==> src/rtl/pwm_multi.sv <==
// pwm_multi: NUM_CH independent PWM channels behind one E100 command/response
// port. Each channel keeps shadow and active period/compare/enable/invert
// registers; new settings reach the active set only at the channel's period
// boundary, or on the next cycle if the channel is currently disabled.
//
// Optional feature: define PWM_CENTER_ALIGNED_EN for up/down (center-aligned)
// counting with updates applied at the valley. Without it the channels are
// edge-aligned and no direction register exists.
module pwm_multi #(
    parameter int NUM_CH  = 4,
    parameter int WIDTH   = 32,
    parameter int CH_BITS = 2
) (
    input  logic               clock,
    input  logic               reset,
    input  logic               clock_valid,
    input  logic               pwm_command,
    output logic               pwm_response,
    input  logic [CH_BITS-1:0] pwm_channel,
    input  logic [WIDTH-1:0]   pwm_period,
    input  logic [WIDTH-1:0]   pwm_compare,
    input  logic               pwm_enable,
    input  logic               pwm_invert,
    output logic [NUM_CH-1:0]  pwm_out
);

    typedef enum logic [1:0] {
        S_IDLE  = 2'd0,
        S_WRITE = 2'd1,
        S_RESP  = 2'd2
    } state_t;

    state_t state;
    state_t state_next;
    logic   write_cycle;

    // Handshake state register; frozen while clock_valid is low.
    // NOTE: sequential state is assigned with <= so every flop samples the
    // values from before the edge, independent of statement order.
    always_ff @(posedge clock or posedge reset) begin
        if (reset) begin
            state <= S_IDLE;
        end else if (clock_valid) begin
            state <= state_next;
        end
    end

    // Next-state decode: command starts a write, its release ends the response.
    // NOTE: the default assignment comes first so every path assigns
    // state_next and no latch is inferred.
    always_comb begin
        state_next = state;
        unique case (state)
            S_IDLE:  if (pwm_command) state_next = S_WRITE;
            S_WRITE: state_next = S_RESP;
            S_RESP:  if (!pwm_command) state_next = S_IDLE;
            default: state_next = S_IDLE;
        endcase
    end

    // Registered acknowledge: high exactly while the FSM sits in RESP.
    always_ff @(posedge clock or posedge reset) begin
        if (reset) begin
            pwm_response <= 1'b0;
        end else if (clock_valid) begin
            pwm_response <= (state_next == S_RESP);
        end
    end

    assign write_cycle = (state == S_WRITE);

    // Channel indices at or above NUM_CH have no matching slice below, so a
    // write to them only completes the handshake.
    for (genvar i = 0; i < NUM_CH; i++) begin : g_ch
        localparam logic [CH_BITS-1:0] CH_IDX = CH_BITS'(i);

        logic [WIDTH-1:0] sh_period;
        logic [WIDTH-1:0] sh_compare;
        logic             sh_enable;
        logic             sh_invert;
        logic [WIDTH-1:0] act_period;
        logic [WIDTH-1:0] act_compare;
        logic             act_enable;
        logic             act_invert;
        logic             pending;
        logic [WIDTH-1:0] counter;
        logic             out_q;

        logic             write_hit;
        logic             load_new;
        logic             load_point;
        logic [WIDTH-1:0] new_period;
        logic [WIDTH-1:0] new_compare;
        logic             new_enable;
        logic             new_invert;
`ifdef PWM_CENTER_ALIGNED_EN
        logic             count_down;
        logic [WIDTH-1:0] eff_period;
`endif

        // Select what loads at a boundary: a coinciding write beats the shadow.
        always_comb begin
            write_hit   = write_cycle && (pwm_channel == CH_IDX);
            load_new    = write_hit || pending;
            new_period  = write_hit ? pwm_period  : sh_period;
            new_compare = write_hit ? pwm_compare : sh_compare;
            new_enable  = write_hit ? pwm_enable  : sh_enable;
            new_invert  = write_hit ? pwm_invert  : sh_invert;
`ifdef PWM_CENTER_ALIGNED_EN
            load_point  = count_down && (counter == '0);
            eff_period  = load_new ? new_period : act_period;
`else
            load_point  = (counter == act_period);
`endif
        end

        // Shadow capture, boundary transfer, counting and registered output.
        // NOTE: these are per-channel flops rather than a memory, so every one
        // of them is cleared by reset.
        always_ff @(posedge clock or posedge reset) begin
            if (reset) begin
                sh_period   <= '0;
                sh_compare  <= '0;
                sh_enable   <= 1'b0;
                sh_invert   <= 1'b0;
                act_period  <= '0;
                act_compare <= '0;
                act_enable  <= 1'b0;
                act_invert  <= 1'b0;
                pending     <= 1'b0;
                counter     <= '0;
                out_q       <= 1'b0;
`ifdef PWM_CENTER_ALIGNED_EN
                count_down  <= 1'b0;
`endif
            end else if (clock_valid) begin
                if (write_hit) begin
                    sh_period  <= pwm_period;
                    sh_compare <= pwm_compare;
                    sh_enable  <= pwm_enable;
                    sh_invert  <= pwm_invert;
                end

                // A disabled channel idles at its invert level.
                out_q <= (act_enable && (counter < act_compare)) ^ act_invert;

                if (!act_enable) begin
                    // Stopped: hold the counter and accept a pending update
                    // immediately, which is how a channel gets started.
                    counter <= '0;
`ifdef PWM_CENTER_ALIGNED_EN
                    count_down <= 1'b0;
`endif
                    if (pending) begin
                        act_period  <= sh_period;
                        act_compare <= sh_compare;
                        act_enable  <= sh_enable;
                        act_invert  <= sh_invert;
                    end
                    pending <= write_hit;
                end else if (load_point) begin
                    if (load_new) begin
                        act_period  <= new_period;
                        act_compare <= new_compare;
                        act_enable  <= new_enable;
                        act_invert  <= new_invert;
                    end
                    pending <= 1'b0;
`ifdef PWM_CENTER_ALIGNED_EN
                    // Valley: climb again, unless the period is zero.
                    if (eff_period == '0) begin
                        counter    <= '0;
                        count_down <= 1'b1;
                    end else begin
                        counter    <= WIDTH'(1);
                        count_down <= 1'b0;
                    end
`else
                    counter <= '0;
`endif
                end else begin
`ifdef PWM_CENTER_ALIGNED_EN
                    if (!count_down) begin
                        if (counter >= act_period) begin
                            count_down <= 1'b1;
                            counter    <= (counter == '0) ? '0 : counter - WIDTH'(1);
                        end else begin
                            counter <= counter + WIDTH'(1);
                        end
                    end else begin
                        counter <= counter - WIDTH'(1);
                    end
`else
                    counter <= counter + WIDTH'(1);
`endif
                    if (write_hit) begin
                        pending <= 1'b1;
                    end
                end
            end
        end

        assign pwm_out[i] = out_q;
    end

endmodule
==> config.mk <==
export PLATFORM = sky130hd
export DESIGN_NAME = pwm_multi
export DESIGN_NICKNAME = d
export VERILOG_FILES = /design/src/rtl/pwm_multi.sv
export SDC_FILE = /design/constraint.sdc
export NUM_CORES = 2
export LEC_CHECK = 0
export CORE_ASPECT_RATIO = 0.8
export CORE_UTILIZATION = 35
export CTS_CLUSTER_SIZE = 8
export DETAILED_ROUTE_END_ITERATION = 8
export HOLD_SLACK_MARGIN = 0.06
export SLEW_MARGIN = 15
export SYNTH_ARGS = -nofsm -noshare
export SYNTH_HDL_FRONTEND = slang
export SYNTH_SLANG_ARGS = --single-unit
export TNS_END_PERCENT = 20
==> constraint.sdc <==
create_clock -name clock -period 70 [get_ports clock]
set_input_delay 14 -clock clock [delete_from_list [all_inputs] [get_ports clock]]
set_output_delay 14 -clock clock [all_outputs]
set_load 0.005 [all_outputs]
After elaboration in Yosys (flattened, before gate mapping)
Cells that the tools add are included.
W data, S select, Z words.
- flip-flop bits (word level): 667
- input bits: 72
- output and inout bits: 5
- word-level logic and storage cells: 209
- $add $sub $neg: 4
- order comparisons: 4
- eq/ne operators: 22
- multiplexer cells: 103
- bitwise logic cells: 4
- reduce and logical (&&, ||, !) cells: 26
- operators by type and width (cell ; count):
    $mux W32 ; 48
    $add A32 B1 Y32 const B ; 4
    $eq A32 B32 Y1 ; 4
    $lt A32 B32 Y1 ; 4
    $mux W1 ; 52
    $ne A2 B1 Y1 const B ; 8
    $reduce_and A4 Y1 ; 4
    $ne A3 B1 Y1 const B ; 4
    $eq A2 B2 Y1 const B ; 4
    $logic_and A1 B1 Y1 ; 8
    $reduce_and A2 Y1 ; 4
    $reduce_bool A2 Y1 ; 4
    $pmux W2 S3 ; 1
    $eq A2 B1 Y1 const B ; 2
    $logic_not A2 Y1 ; 2
    $logic_or A1 B1 Y1 ; 4
    $mux W2 ; 2
    $xor A1 B1 Y1 ; 4

Depth between registers and ports, before layout
- depth after elaboration: 6
- gate-level depth with buffers: 9
- gate-level depth less buffers: 8

Worst setup path after synthesis
No wires, ideal clock.
- path type: input-to-reg
- from: input port clock_valid
- to: register g_ch[2].counter[31]
- setup time: 0.124 ns
- data arrival time: 15.321 ns
- required time: 69.876 ns
- setup slack: 54.555 ns
- stages: 6
- buffers on the path: 0
- path through: nand4_1 -> nor3_1 -> nand4_1 -> nor3_1 -> xnor2_1 -> nor2_1
- RTL lines (what ; line ; text):
    start: declaration ; 16 ; input logic clock_valid,
    end signal: assignment ; 194 ; counter <= counter + WIDTH'(1);
    end: declaration ; 86 ; logic [WIDTH-1:0] counter;

==> impl_metrics.csv <==
group,metric,value,unit
synthesis,synthesis.nets,3072,
setup_path,r2r_cells,7,
floorplan,die_h,278,um
route,num_vias,23400,
timing,layout_setup_ws,53.17,ns
timing,fmax,0.0594,GHz
synthesis,synthMuxAreaShare,9.21,%
outcome,status,"finished clean",
route,avgRoutedWirePerCell,23.9,um
power_and_ir_drop,leakagePower,16.8,nW
route,drt-pass1-iter-count,8,
global_routing,grt_antenna_before_repair,12,
setup_path,crit_fanout,109,
final_layout,layout_common_cells,"dfrtp_1 (667), mux2_2 (270), o22ai_1 (200)",
min_path,hp-class,"reg2reg",
clock_tree,cts.clk_slew.worst_paths,0.05,ns
synthesis,synthCells,2872,
clock_tree,htreeDepth,3,
setup_path,path_cells,"clkdlybuf4s50_1, inv_8, buf_4, buf_4, buf_4",
global_routing,grt_max_degree,110,
route,first_iter_violations,1819,
synthesis,synth_top_family_by_area,"compound AO/OA/AOI/OAI gates",
final_layout,final_common_cell,"dfrtp_1",
placed_design,dpl_worst_slack,52.38,ns
clock_tree,cts_buffer_depth,3,
synthesis,synth_area,33400,sq um
synthesis,yosysWarnings,0,
setup_path,path_common_cell,"buf_4",
setup_path,cp-end-kind,"async pin",
clock_tree,ctsHoldBuffers,0,
min_path,hold_end,"g_ch[3].act_compare[17]",
final_layout,layoutNonFillerInstCount,4141,
global_routing,track_usage,20.6,%
global_routing,grt_pass1_wl,151000,um
timing,rsz0062_at_grt,"no",
setup_path,critPathArrivalTime,17.48,ns
global_routing,grt_overflow,0,
route,ant_nets,0,
power_and_ir_drop,ir_drop,0.0219,mV
floorplan,coreArea,94800,sq um
min_path,hold-path-cell-count,1,
synthesis,synth_flop_cell,"dfrtp_1",
floorplan,start_util,35.3,%
final_layout,nets,3095,
route,drc,0,
clock_tree,cts-resized-gates,0,
clock_tree,cts_root_buf,"clkbuf_16",
floorplan,rows,101,
synthesis,synth_cell_types,65,
min_path,hold_start,"g_ch[3].act_compare[17]",
route,routed_wl,98900,um
setup_path,start_kind,"input pin",
floorplan,die_w,348,um
clock_tree,numCtsBuffers,93,
timing,setup_violations,0,
floorplan,ios,77,
clock_tree,cts_tree,"yes",
timing,timing.slew.headroom,24.3,%
timing,whs,0.485,ns
clock_tree,clkLatencyLatePin,0.65,ns
synthesis,synthArstFlopShare,100,%
synthesis,synth-simple-area-share,7.95,%
timing,fin_crit_sh,24.0,%
clock_tree,clock_sinks,667,
timing,skew,0.0167,ns
route,via_per_inst,5.66,
timing,tightest_slew,1.13,ns
floorplan,die_area,96800,sq um
placed_design,place_inst,4035,
synthesis,ys_ff_latch,667,
synthesis,synth_edf_count,0,
synthesis,seq_area_frac_synth,49.9,%
clock_tree,postCtsSetupRepairBufs,0,
setup_path,regToRegStartpoint,"g_ch[2].counter[9]",
placed_design,routabilityCongestion,0.845,
power_and_ir_drop,p_per_area,33.9,nW/um^2
placed_design,dp_hpwl,63200,um
final_layout,drive_above_1_share,18.3,%
setup_path,r2r_setup_slack,66.23,ns
timing,setup_tns,0,ns
timing,slew_viol_final,0,
job,cap_violations,0,
synthesis,syn_avg_cell_area,11.6,sq um
timing,hold_violations,0,
setup_path,timing.rr.end,"g_ch[2].act_invert",
synthesis,synth-xor-area-share,5.68,%
setup_path,cp.required,70.64,ns
setup_path,slowest_stage,"buf_4",
global_routing,grt_pass1_vias,23300,
setup_path,slowest_delay,0.78,ns
synthesis,synth_compound_area_share,17.7,%
setup_path,worstSetupPathType,"in2async",
placed_design,portBuffers,76,
synthesis,synth-adder-area-share,4.79,%
timing,min_period,16.83,ns
final_layout,area_delta_synth_final,12.2,%
-- worst max-delay path: cells and delay by family --
| kind | cells | cell delay, ns |
|---|---|---|
| buf+inv | 5 | 3.21 |
-- kinds of logic (layout without fill, tap and decap cells) --
group	after synthesis	after routing
xor gates and xnor gates	217	217
adders and majority gates	128	128
and+or+nand+nor	535	535
AOI/OAI and AO/OA	721	721
DFF	667	667
other	0	4
muxes	274	274
buffers and inverters	330	359
-- how the worst max path moves through the flow --
stage	from	endpoint	slack (ns)
2_1_floorplan	reset	g_ch[0].act_compare[0]	37.31
3_3_place_gp	reset	g_ch[2].act_period[27]	52.34
3_5_place_dp	reset	g_ch[2].sh_period[25]	52.38
4_1_cts	reset	g_ch[2].act_period[27]	53.05
5_1_grt	reset	g_ch[2].counter[24]	52.66
6_report	reset	g_ch[2].sh_period[27]	53.17
-- synth_stat cells (24+ instances only) --
master | instances | area, sq um
a21oi_1 | 63 | 315
a22oi_1 | 65 | 488
a2bb2oi_1 | 96 | 841
a2bb2oi_2 | 100 | 1500
buf_2 | 44 | 220
clkbuf_1 | 94 | 353
dfrtp_1 | 667 | 16700
ha_1 | 128 | 1600
inv_1 | 150 | 563
mux2_2 | 270 | 3040
nand2_1 | 105 | 394
nand3_1 | 52 | 260
nand4_1 | 55 | 344
nor2_1 | 161 | 604
nor3_1 | 24 | 120
nor4_1 | 50 | 313
o21ai_0 | 51 | 255
o22ai_1 | 200 | 1250
o2bb2ai_1 | 72 | 631
xnor2_1 | 49 | 429
xor2_1 | 168 | 1470
-- layout make-up --
type	instances	area (sq um)
Tap cell	1236	1550
Sequential cell	667	16700
Timing Repair Buffer	108	1010
Multi-Input combinational cell	1875	15200
Clock inverter	8	110
Inverter	150	571
Antenna cell	4	10.0
Fill cell	9017	57300
Clock buffer	93	2330
-- metrics by stage --
step                utilization, %  power [mW]  cell area (sq um)
floorplan                        -       0.787              33400
global placement              37.0       0.864              35000
detailed placement            37.0       0.874              35000
CTS                           39.5        1.28              37500
global route                  39.6        1.34              37500
finish                        39.6        1.27              37500
-- state kept, by name, summed over array words and instances, names as in the netlist, 128 cells and up --
| signal | count |
|---|---|
| g_ch.act_compare | 128 |
| g_ch.act_period | 128 |
| g_ch.counter | 128 |
| g_ch.sh_compare | 128 |
| g_ch.sh_period | 128 |
-- metal layers --
| metal | vias up | part of all wire, % | global-route usage, % |
|---|---|---|---|
| met5 | - | 0 | 0 |
| met1 | 12000 | 46 | 29.5 |
| met2 | 641 | 43 | 30.6 |
| met3 | 151 | 7.2 | 4.63 |
| li1 | 10600 | - | - |
| met4 | 0 | 3.5 | 7.08 |
-- report_power, final --
part	total [mW]	switching (mW)	internal, mW
combinational	0.304	0.154	0.150
sequential	0.565	0.0739	0.491
clock	0.401	0.167	0.234
total	1.27	0.395	0.875
Power figures use the tool's default switching activity.
